**src/rtl/blackjack_pkg.sv**
```systemverilog
// Shared blackjack definitions: dealer-arbiter state encoding, rank constants
// and the rank-to-value mapping also used by the sum/score logic.
package blackjack_pkg;

  typedef enum logic [1:0] {
    IDLE    = 2'd0,
    SHUFFLE = 2'd1,
    READ    = 2'd2,
    HOLD    = 2'd3
  } arb_state_t;

  localparam logic [3:0] RANK_ACE  = 4'd1;
  localparam logic [3:0] RANK_TEN  = 4'd10;
  localparam logic [3:0] RANK_KING = 4'd13;

  function automatic logic rank_is_valid(input logic [3:0] rank);
    return (rank >= RANK_ACE) && (rank <= RANK_KING);
  endfunction

  // Face cards count as ten; anything outside A..K is a corrupt deck entry worth nothing.
  function automatic logic [3:0] rank_to_value(input logic [3:0] rank);
    logic [3:0] value;
    if (!rank_is_valid(rank)) begin
      value = 4'd0;
    end else if (rank >= RANK_TEN) begin
      value = RANK_TEN;
    end else begin
      value = rank;
    end
    return value;
  endfunction

endpackage

```
**src/rtl/rr_arb2.sv**
```systemverilog
// Two-requester round-robin arbiter; on a tie the side that did not win last
// time gets the grant. The history only advances when the arbiter is enabled.
module rr_arb2 (
  input  logic clk,
  input  logic rst,
  input  logic en,
  input  logic req_player,
  input  logic req_dealer,
  output logic grant_valid,
  output logic grant_dealer
);

  logic last_grant;

  always_comb begin
    grant_valid  = req_player | req_dealer;
    grant_dealer = (req_player && req_dealer) ? ~last_grant : req_dealer;
  end

  // Reset to dealer so the player takes the first tie.
  always_ff @(posedge clk or posedge rst) begin
    if (rst) begin
      last_grant <= 1'b1;
    end else if (en && grant_valid) begin
      last_grant <= grant_dealer;
    end
  end

endmodule

```
**src/rtl/card_dealer_arb.sv**
```systemverilog
// Shares the shuffled-deck RAM between the player and dealer deal requests and
// returns each card over a level handshake. Optional per-side card counters: CARD_COUNT_EN.
module card_dealer_arb
  import blackjack_pkg::*;
#(
  parameter int DECK_SIZE  = 52,
  parameter int RD_LATENCY = 1
) (
  input  logic       clk,
  input  logic       rst,
  input  logic       deal_player,
  input  logic       deal_dealer,
  output logic       card_ready,
  output logic       card_to_dealer,
  output logic [3:0] card_rank,
  output logic [3:0] card_value,
  output logic       deck_rd_en,
  output logic [5:0] deck_addr,
  input  logic [3:0] deck_data,
  output logic       shuffle_req,
  input  logic       shuffle_done,
  output logic [5:0] deck_pos,
  output logic       busy,
`ifdef CARD_COUNT_EN
  input  logic       clear_counts,
  output logic [3:0] player_cards,
  output logic [3:0] dealer_cards,
`endif
  output logic       deck_err
);

  localparam logic [5:0] DECK_LAST = 6'(DECK_SIZE);
  localparam logic [1:0] RD_LAST   = 2'(RD_LATENCY);

  arb_state_t state;
  arb_state_t next_state;

  logic       grant_valid;
  logic       grant_dealer;
  logic       capture;
  logic       granted_req;
  logic [1:0] rd_cnt;

  rr_arb2 u_arb (
    .clk          (clk),
    .rst          (rst),
    .en           (state == IDLE),
    .req_player   (deal_player),
    .req_dealer   (deal_dealer),
    .grant_valid  (grant_valid),
    .grant_dealer (grant_dealer)
  );

  assign capture     = (state == READ) && (rd_cnt == RD_LAST);
  assign granted_req = card_to_dealer ? deal_dealer : deal_player;
  assign deck_addr   = deck_pos;

  always_ff @(posedge clk or posedge rst) begin
    if (rst) begin
      state <= IDLE;
    end else begin
      state <= next_state;
    end
  end

  // The reshuffle is lazy: an empty deck is only noticed when the next grant arrives.
  always_comb begin
    next_state = state;
    case (state)
      IDLE: begin
        if (grant_valid) begin
          next_state = (deck_pos == DECK_LAST) ? SHUFFLE : READ;
        end
      end
      SHUFFLE: begin
        if (shuffle_done) begin
          next_state = READ;
        end
      end
      READ: begin
        if (capture) begin
          next_state = HOLD;
        end
      end
      HOLD: begin
        if (!granted_req) begin
          next_state = IDLE;
        end
      end
      default: next_state = IDLE;
    endcase
  end

  always_comb begin
    busy        = 1'b0;
    card_ready  = 1'b0;
    shuffle_req = 1'b0;
    deck_rd_en  = 1'b0;
    case (state)
      IDLE: ;
      SHUFFLE: begin
        busy        = 1'b1;
        shuffle_req = 1'b1;
      end
      READ: begin
        busy       = 1'b1;
        deck_rd_en = (rd_cnt == 2'd0);
      end
      HOLD: begin
        busy       = 1'b1;
        card_ready = 1'b1;
      end
      default: ;
    endcase
  end

  // rd_cnt counts cycles since the strobe; the RAM answer is valid when it hits RD_LATENCY.
  always_ff @(posedge clk or posedge rst) begin
    if (rst) begin
      rd_cnt <= 2'd0;
    end else if (state != READ) begin
      rd_cnt <= 2'd0;
    end else if (!capture) begin
      rd_cnt <= rd_cnt + 2'd1;
    end
  end

  always_ff @(posedge clk or posedge rst) begin
    if (rst) begin
      card_to_dealer <= 1'b0;
    end else if ((state == IDLE) && grant_valid) begin
      card_to_dealer <= grant_dealer;
    end
  end

  always_ff @(posedge clk or posedge rst) begin
    if (rst) begin
      deck_pos <= 6'd0;
    end else if ((state == SHUFFLE) && shuffle_done) begin
      deck_pos <= 6'd0;
    end else if (capture) begin
      deck_pos <= deck_pos + 6'd1;
    end
  end

  // Card outputs persist through IDLE so the sequencer can still read the last card.
  always_ff @(posedge clk or posedge rst) begin
    if (rst) begin
      card_rank  <= 4'd0;
      card_value <= 4'd0;
      deck_err   <= 1'b0;
    end else if (capture) begin
      card_rank  <= deck_data;
      card_value <= rank_to_value(deck_data);
      if (!rank_is_valid(deck_data)) begin
        deck_err <= 1'b1;
      end
    end
  end

`ifdef CARD_COUNT_EN
  // A clear in the same cycle as a delivery wins, so the counts restart from zero.
  always_ff @(posedge clk or posedge rst) begin
    if (rst) begin
      player_cards <= 4'd0;
      dealer_cards <= 4'd0;
    end else if (clear_counts) begin
      player_cards <= 4'd0;
      dealer_cards <= 4'd0;
    end else if (capture) begin
      if (card_to_dealer) begin
        if (dealer_cards != 4'd15) begin
          dealer_cards <= dealer_cards + 4'd1;
        end
      end else begin
        if (player_cards != 4'd15) begin
          player_cards <= player_cards + 4'd1;
        end
      end
    end
  end
`endif

endmodule

```
**config.mk**
```make
export PLATFORM = sky130hd
export DESIGN_NAME = card_dealer_arb
export DESIGN_NICKNAME = d
export VERILOG_FILES = /design/src/rtl/blackjack_pkg.sv /design/src/rtl/rr_arb2.sv /design/src/rtl/card_dealer_arb.sv
export SDC_FILE = /design/constraint.sdc
export NUM_CORES = 1
export LEC_CHECK = 0
export BUFFER_PORTS_ARGS = -buffer_cell sky130_fd_sc_hd__buf_4
export CELL_PAD_IN_SITES_DETAIL_PLACEMENT = 1
export CELL_PAD_IN_SITES_GLOBAL_PLACEMENT = 2
export CORE_MARGIN = 4
export CORE_UTILIZATION = 32
export CTS_BUF_LIST = sky130_fd_sc_hd__clkbuf_8
export CTS_CLUSTER_SIZE = 25
export DETAILED_ROUTE_END_ITERATION = 10
export PLACE_DENSITY_LB_ADDON = 0.1
export SLEW_MARGIN = 20
export SYNTH_ARGS = -nofsm -noshare
export SYNTH_HDL_FRONTEND = slang
export SYNTH_SLANG_ARGS = --single-unit
```
**constraint.sdc**
```tcl
create_clock -name clk -period 2.1 [get_ports clk]
set_input_delay 0.315 -clock clk [delete_from_list [all_inputs] [get_ports clk]]
set_output_delay 0.315 -clock clk [all_outputs]
set_load 0.02 [all_outputs]
```
== After elaboration in Yosys (flattened, before gate mapping) ==
Index checks and enable logic that the tools add are counted.
Word-level totals
  RAM bits: 0
  memories: 0
  input bits: 9
  bits in read-only memories: 0
  flip-flop bits (word level): 21
  bits in latches: 0
  word-level logic and storage cells: 56
Operators by class
  magnitude comparators: 3
  equality and inequality tests: 11
  muxes and demuxes: 18
  shift operators: 0
  reductions and logical operators: 11
  add/sub/neg operators: 2
  multiply operators: 0
  divide/modulo/power cells: 0
  bitwise logic cells: 3
Operators with widths (number)
  2-bit two-way mux: 7
  6-bit two-way mux: 2
  2-bit inequality test (second input constant): 5
  4-bit two-way mux: 2
  2-bit one-hot mux with 4 select lines: 1
  6-bit by 1-bit adder with 6-bit output (second input constant): 1
  6-bit == test (second input constant): 1
  1-bit two-way mux: 6
  1-bit logical AND: 5
  2-bit by 1-bit == test with 1-bit output (second input constant): 2
  2-bit == test (second input constant): 2
  4-bit by 1-bit greater-or-equal comparator with 1-bit output (second input constant): 1
  4-bit greater-or-equal comparator (second input constant): 1
  4-bit less-or-equal comparator (second input constant): 1
  2-bit zero test: 2
  4-bit AND reduction: 1
  3-bit OR reduction: 1
  2-bit by 1-bit adder with 2-bit output (second input constant): 1
  2-bit by 1-bit inequality test with 1-bit output (second input constant): 1
  1-bit NOT: 2
  2-bit AND reduction: 1
  2-bit nonzero test: 1
  1-bit bitwise OR: 1

== Depth between registers and ports, before layout ==
Gate-level depths: netlist (run 1).
  depth in word-level cells: 4
  depth in mapped cells: 7
  depth with buffers taken out: 5

== By module ==
From an unflattened synthesis (run 1), not the netlist that was laid out.
Second synthesis, totals
  cell total of the unflattened synthesis: 113
  area total of the unflattened synthesis: 1187.4 sq um
By module, submodules not included
  card_dealer_arb: cells an instance 107, area each 1132.3 sq um, instances 1, seq. area each 500.5 sq um
  rr_arb2: cells an instance 6, area each 55.1 sq um, instances 1, seq. area each 26.3 sq um

== Least setup slack after synthesis (run 1) ==
OpenSTA, ideal clock, no wires.
  path kind: register to register
  start: register state[0]
  end: register state[0]
  period minus slack after synthesis: 1668 ps
  arrival time: 1541 ps
  path slack: 432 ps
  buffers on the path: 0
  stages on the path, launching flop included: 6
  required time: 1972 ps
  cell sequence: dfrtp_1 -> inv_1 -> ha_1 -> nor3b_1 -> a2111oi_4 -> mux2_1
Between the ends
  cells in the longest elaborated chain, start to end: 4
  elaborated cells between the ends (all ways): 11
  classes of those cells: eq/ne: 7; mux: 1; reduce/logical: 3
RTL lines
  from (decl): line card_dealer_arb.sv:35  | arb_state_t state;
  from (signal assigned): line card_dealer_arb.sv:62  | state <= next_state;
  2-bit == test: line card_dealer_arb.sv:54, card_dealer_arb.sv:69
  1-bit logical AND: line card_dealer_arb.sv:54  | assign capture = (state == READ) && (rd_cnt == RD_LAST);
  2-bit inequality test (no source line)
  4-bit AND reduction (no source line)
Parallel ways exist; a longest one is shown, timed or not.
A chain may end at the register's enable or synchronous reset.

== Worst setup path in the final report (run 1) ==
Same ends and word-level chain as after synthesis.

==> results of run 1 <==
-- synth_stat cells (2+ instances only) --
cell type and count:
nand4_1 2, buf_4 6, nand2b_1 2, nor2b_1 2
nand2_1 13, o21ai_0 6, o22ai_1 2, or3_1 2
ha_1 9, mux2i_1 2, nand3_1 3, buf_2 2
and2_1 2, nor2_1 4, dfrtp_1 20, a31oi_1 2
xor2_1 3, mux2_2 4, inv_1 9, a21oi_1 5
-- cell type report --
class	instances	area, um2	share of cell area
Clock buffer	3	41.29	0.02799
Clock inverter	1	5.005	0.003393
Inverter	9	33.78	0.02290
Multi-Input combinational cell	74	540.5	0.3664
Sequential cell	21	526.8	0.3571
Tap cell	46	57.56	0.03902
Timing Repair Buffer	36	270.3	0.1832
-- tightest hold or removal path: stages --
cell   delay, ns
buf_4       0.11
inv_1       0.04
buf_4       0.27
-- registers in the layout (all words and copies together), names as in the netlist --
register and flops:
deck_addr 6, card_value 4, card_to_dealer 1, u_arb.last_grant 1, rd_cnt 2, state 2, card_rank 4, deck_err 1
-- worst paths after layout --
kind	from	endpoint	slack, ns	cells after the start
worst max-delay path	state[0]	state[0]	0.28	5
worst min-delay path	rst	rd_cnt[1]	0.08	3
worst max register to register	state[0]	state[0]	0.28	5
worst min register to register	deck_err	deck_err	0.49	1
max in group asynchronous	rst	u_arb.last_grant	1.73	3
min in group clk	deal_player	u_arb.last_grant	0.24	2
-- metrics by stage --
step	setup WS [ns]	power [mW]	hold WS, ns
final	0.2834	2.159	0.08287
after floorplan	0.4319	1.502	0.2908
after global placement	0.3700	1.895	0.3730
after CTS	0.2760	2.206	0.09045
after detailed placement	0.2924	1.927	0.3839
after global routing	0.2133	2.333	0.1053
-- kinds of logic (layout without fill, tap and decap cells) --
logic type	after synthesis	count (layout)
xor+xnor	4	4
fa+ha+maj	9	9
buf+inv	18	49
flops	21	21
mux	8	8
simple gates	34	34
compound gates	19	19
-- power breakdown --
part	switching [mW]	total [mW]	leakage, nW	internal [mW]
Sequential	0.130	0.710	0.261	0.580
Clock	0.135	0.267	0.0255	0.132
Combinational	0.650	1.18	0.426	0.533
-- per-layer routing --
| layer | routed length, um | part of all wire |
|---|---|---|
| met1 | 1166 | 0.45 |
| met2 | 1220 | 0.48 |
| met3 | 158 | 0.062 |
| met4 | 18 | 0.0070 |
| met5 | 0 | 0 |
==> impl_metrics.json, run 1 <==
{
  "core_um2": 3416,
  "cap_violations": 0,
  "syn-cell-area_um2": 1160,
  "finalSetupViolCount": 0,
  "synth_top_family_by_area": "simple AND/OR/NAND/NOR gates",
  "tightest_slew_ns": 0.3468,
  "critPathSlowestCell": "dfrtp_1",
  "grt_setup_unrepaired": "no",
  "synth_top_cell_area_share": 0.4315,
  "slew_headroom": 0.7683,
  "async_reset_ff_frac": 1.000,
  "cp_cell_sequence": "inv_1, ha_1, nor3b_1, a2111oi_4, mux2_1",
  "yosys_most_used_dff": "dfrtp_1",
  "cts_setup_buffers": 0,
  "fill_cells": 393,
  "cts_resized": 0,
  "met3_usage": 0.04269,
  "hp-class": "input pin to async pin",
  "critPathMaxFanout": 6,
  "cts_buffer_depth": 2,
  "use_met2": 0.2046,
  "layout_commonest_cell": "buf_4",
  "dpl.cell_count": 186,
  "wl_per_cell_um": 13.49,
  "holdBufCountCts": 0,
  "grt.busiest_layer": "met2",
  "final_cell_mix": "36 x buf_4, 20 x dfrtp_1, 13 x nand2_1",
  "layout.cells.non_filler": 190,
  "port_buffers": 34,
  "post-route-drc-count": 0,
  "end_kind": "flip-flop",
  "leakage_nw": 0.7124,
  "final_area_um2": 1475,
  "setup_tns_ns": 0,
  "routed_via_density": 4.647,
  "grt_use_total": 0.1205,
  "cp.required_ns": 2.24,
  "synth-seq-cells": 21,
  "root_buffer": "clkbuf_8",
  "ant_nets": 0,
  "slew_viol_final": 0,
  "num_vias": 883,
  "synth.distinct_cells": 33,
  "outcome": "complete, no violations",
  "grt_pass1_vias": 913,
  "report.final.hold_viol_count": 0,
  "die-height_um": 68.21,
  "fmax_ghz": 0.5505,
  "ir_drop_v": 0.0005772,
  "start_util": 0.3396,
  "grt_overflow": 0,
  "drt_wl_total_mm": 2.563,
  "drtIter0Drc": 44,
  "rows": 21,
  "ys_warn_count": 0,
  "synthAdderAreaFrac": 0.09709,
  "die_w_um": 68.21,
  "skew_ns": 0.002283,
  "path_buf_inv": 1,
  "antenna_found_initial": 0,
  "grt_pass1_wl_mm": 4.195,
  "start_kind": "flip-flop",
  "p_per_area_nw_per_um2": 1464,
  "synth_compound_area_frac": 0.1143,
  "grt_start_max_net_pins": 22,
  "use_met1": 0.1444,
  "synth_xor_area_frac": 0.03020,
  "cts_buffers": 3,
  "synth_top_cell_by_area": "dfrtp_1",
  "synth_cells": 113,
  "cts_tree": "yes",
  "dr.pass1.iters": 3,
  "synthSimpleGateAreaFrac": 0.1456,
  "fin_crit_sh": 0.8650,
  "syn_to_final_growth_pct": 27.18,
  "io_pins": 35,
  "worstSkewPairLatency_ns": 0.26,
  "design.die.area_um2": 4652,
  "synth_mux_area_frac": 0.07875,
  "clk_pin_slew_ns": 0.08,
  "place_area_um2": 1429,
  "worst_path_largest_cell_delay_ns": 0.40,
  "critPathTopFamily": "flip-flops",
  "htreeDepth": 1,
  "worstSetupPathType": "flip-flop to flip-flop",
  "dp_hpwl_mm": 1.969,
  "fin_nets": 163,
  "syn-num-nets": 131,
  "yosys-top-cells-area": "dfrtp_1 43%, ha_1 9.7%, nand2_1 4.2%",
  "final_util": 0.4319,
  "synth_edf_count": 0,
  "clock-sinks": 21,
  "layout-drive-gt1-share": 0.3333,
  "gp_congestion": 0.7126,
  "period_minus_slack_ns": 1.817,
  "diodes": 0,
  "ys_seq_area_frac": 0.4542,
  "syn-mean-instance-area_um2": 10.26,
  "arrival_ns": 1.96
}
Power figures use the tool's default switching activity.
==> run 2: changes to the inputs <==
- SYNTH_HIERARCHICAL: unset -> 1
==> impl_metrics.json, run 2 <==
{
  "yosys_most_used_dff": "dfrtp_1",
  "p_per_area_nw_per_um2": 1460,
  "path_buf_inv": 1,
  "ant_nets": 0,
  "fill_cells": 407,
  "wl_per_cell_um": 13.99,
  "drt-met1-wl_mm": 1.165,
  "cap_violations": 0,
  "rows": 21,
  "synth_cells": 113,
  "seq_power_share": 0.322,
  "port_buffers": 34,
  "critPathTopFamily": "flip-flops",
  "post-route-drc-count": 0,
  "ys_warn_count": 6,
  "cts_buffer_depth": 2,
  "cp_cell_sequence": "inv_1, ha_1, and2b_2, a2111oi_4, mux2_4",
  "multi_input_area_um2": 561.8,
  "syn-num-nets": 131,
  "post-place-ws_ns": 0.3093,
  "intPower_mw": 1.286,
  "ir_drop_v": 0.0004655,
  "synth_common_cells": "20 x dfrtp_1, 10 x inv_1, 10 x nand2_1",
  "wl_met3_um": 198,
  "slew_headroom": 0.7835,
  "die-height_um": 68.92,
  "diodes": 0,
  "p_comb_frac": 0.557,
  "grt_pass1_wl_mm": 4.416,
  "grt_overflow": 0,
  "gp_congestion": 0.7070,
  "synth_top_cell_by_area": "dfrtp_1",
  "fin_ws_ns": 0.3255,
  "grt_setup_unrepaired": "no",
  "htreeDepth": 1,
  "syn-cell-area_um2": 1187,
  "worstSetupPathType": "flip-flop to flip-flop",
  "core_um2": 3468,
  "syn_to_final_growth_pct": 27.19,
  "ys_seq_area_frac": 0.4436,
  "synth.distinct_cells": 35,
  "cts_buffers": 3,
  "tightest_slew_ns": 0.3248,
  "skew_ns": 0.002708,
  "fin_crit_sh": 0.8450,
  "cts_tree": "yes",
  "async_reset_ff_frac": 1.000,
  "grt_pass1_vias": 930,
  "fin_nets": 164,
  "layout_commonest_cell": "buf_4",
  "power_switching_uw": 918.4,
  "synth_top_cell_area_share": 0.4215,
  "grt_use_total": 0.1236,
  "critPathMaxFanout": 5,
  "num_vias": 917,
  "setup_tns_ns": 0,
  "finalPower_mw": 2.205,
  "design.die.area_um2": 4749,
  "cts_setup_buffers": 0,
  "highest_layer": "met4",
  "root_buffer": "clkbuf_8",
  "drt_wl_total_mm": 2.672,
  "final_cell_mix": "36 x buf_4, 20 x dfrtp_1, 10 x nand2_1, 10 x inv_1, 9 x ha_1",
  "die_w_um": 68.92,
  "end_kind": "flip-flop",
  "dp_hpwl_mm": 2.126,
  "clk_pin_slew_ns": 0.08,
  "arrival_ns": 1.92,
  "synth-seq-cells": 21,
  "report.final.hold_viol_count": 0,
  "dr.pass1.iters": 4,
  "switching_share": 0.4165,
  "post-synth-top-count-cell": "dfrtp_1",
  "largest_reg_flops": 6,
  "yosys-top-cells-area": "dfrtp_1 42%, ha_1 9.5%, mux2_2 4.7%",
  "grt_start_max_net_pins": 17,
  "regArea_um2": 526.8,
  "leakage_nw": 0.7386,
  "wl_met2_mm": 1.298,
  "routed_via_density": 4.801,
  "antenna_found_initial": 0,
  "cts_resized": 0,
  "io_pins": 35,
  "period_minus_slack_ns": 1.774,
  "start_kind": "flip-flop",
  "finalSetupViolCount": 0,
  "worst_path_largest_cell_delay_ns": 0.40,
  "pwr-share-clk": 0.121,
  "synth_edf_count": 0,
  "start_util": 0.3424,
  "drtIter0Drc": 16,
  "slew_viol_final": 0,
  "syn-mean-instance-area_um2": 10.51,
  "cp.required_ns": 2.25,
  "outcome": "complete, no violations",
  "critPathSlowestCell": "dfrtp_1",
  "hp-class": "input pin to flip-flop",
  "worstSkewPairLatency_ns": 0.26,
  "layout-drive-gt1-share": 0.3586,
  "clock-sinks": 21,
  "fmax_ghz": 0.5635
}
==> run 2: power by group through the flow <==
stage	registers [mW]	logic [mW]	clock network, mW
final	0.710	1.23	0.267
after global routing	0.744	1.35	0.297
after CTS	0.715	1.26	0.279
after detailed placement	0.720	1.25	0
after global placement	0.714	1.22	0
after floorplan	0.838	0.712	0
==> run 2: area by class of cell <==
type,instances,area share
Clock inverter,1,0.003314
Tap cell,46,0.03811
Inverter,10,0.02485
Timing Repair Buffer,37,0.1856
Sequential cell,21,0.3488
Clock buffer,3,0.02734
Multi-Input combinational cell,73,0.3720
==> run 2: metrics by stage <==
stage / instances / util / hold slack [ns] / area [um2]
5_1_grt: 191 / 0.4354 / 0.2371 / 1510
3_3_place_gp: 186 / 0.4192 / 0.2724 / 1454
2_1_floorplan: 113 / - / 0.2047 / 1187
6_report: 191 / 0.4354 / 0.2315 / 1510
4_1_cts: 191 / 0.4354 / 0.2235 / 1510
3_5_place_dp: 186 / 0.4192 / 0.2702 / 1454
==> run 2: final timing paths <==
| path | slack [ns] | depth (start not counted) | from | end |
|---|---|---|---|---|
| worst max-delay path | 0.33 | 5 | state[0] | state[0] |
| min in group asynchronous | 0.54 | 3 | rst | card_to_dealer |
| worst max register to register | 0.33 | 5 | state[0] | state[0] |
| max in group asynchronous | 1.09 | 4 | rst | deck_addr[1] |
| worst min-delay path | 0.23 | 2 | deal_player | u_arb/last_grant |
| worst min register to register | 0.49 | 2 | card_value[1] | card_value[1] |
==> run 2: timing repair <==
item | CTS | global route
hold buffers | 1 | 0
setup endpoints to repair | 0 | 0
endpoints found under the hold margin | 5 | 0
==> run 2: cells by family after synthesis <==
logic type | Yosys count | share of synthesized area
buffers and inverters | 19 | 0.08324
AOI/OAI and AO/OA | 21 | 0.1212
xor gates and xnor gates | 4 | 0.02951
and+or+nand+nor | 30 | 0.1381
adders and majority gates | 9 | 0.09484
muxes | 9 | 0.08957
DFF | 21 | 0.4436
==> run 2: layer usage <==
| layer | track usage | up-vias |
|---|---|---|
| met4 | 0.03650 | 0 |
| li1 | - | 439 |
| met1 | 0.1515 | 451 |
| met3 | 0.03404 | 2 |
| met5 | 0 | - |
| met2 | 0.2107 | 25 |
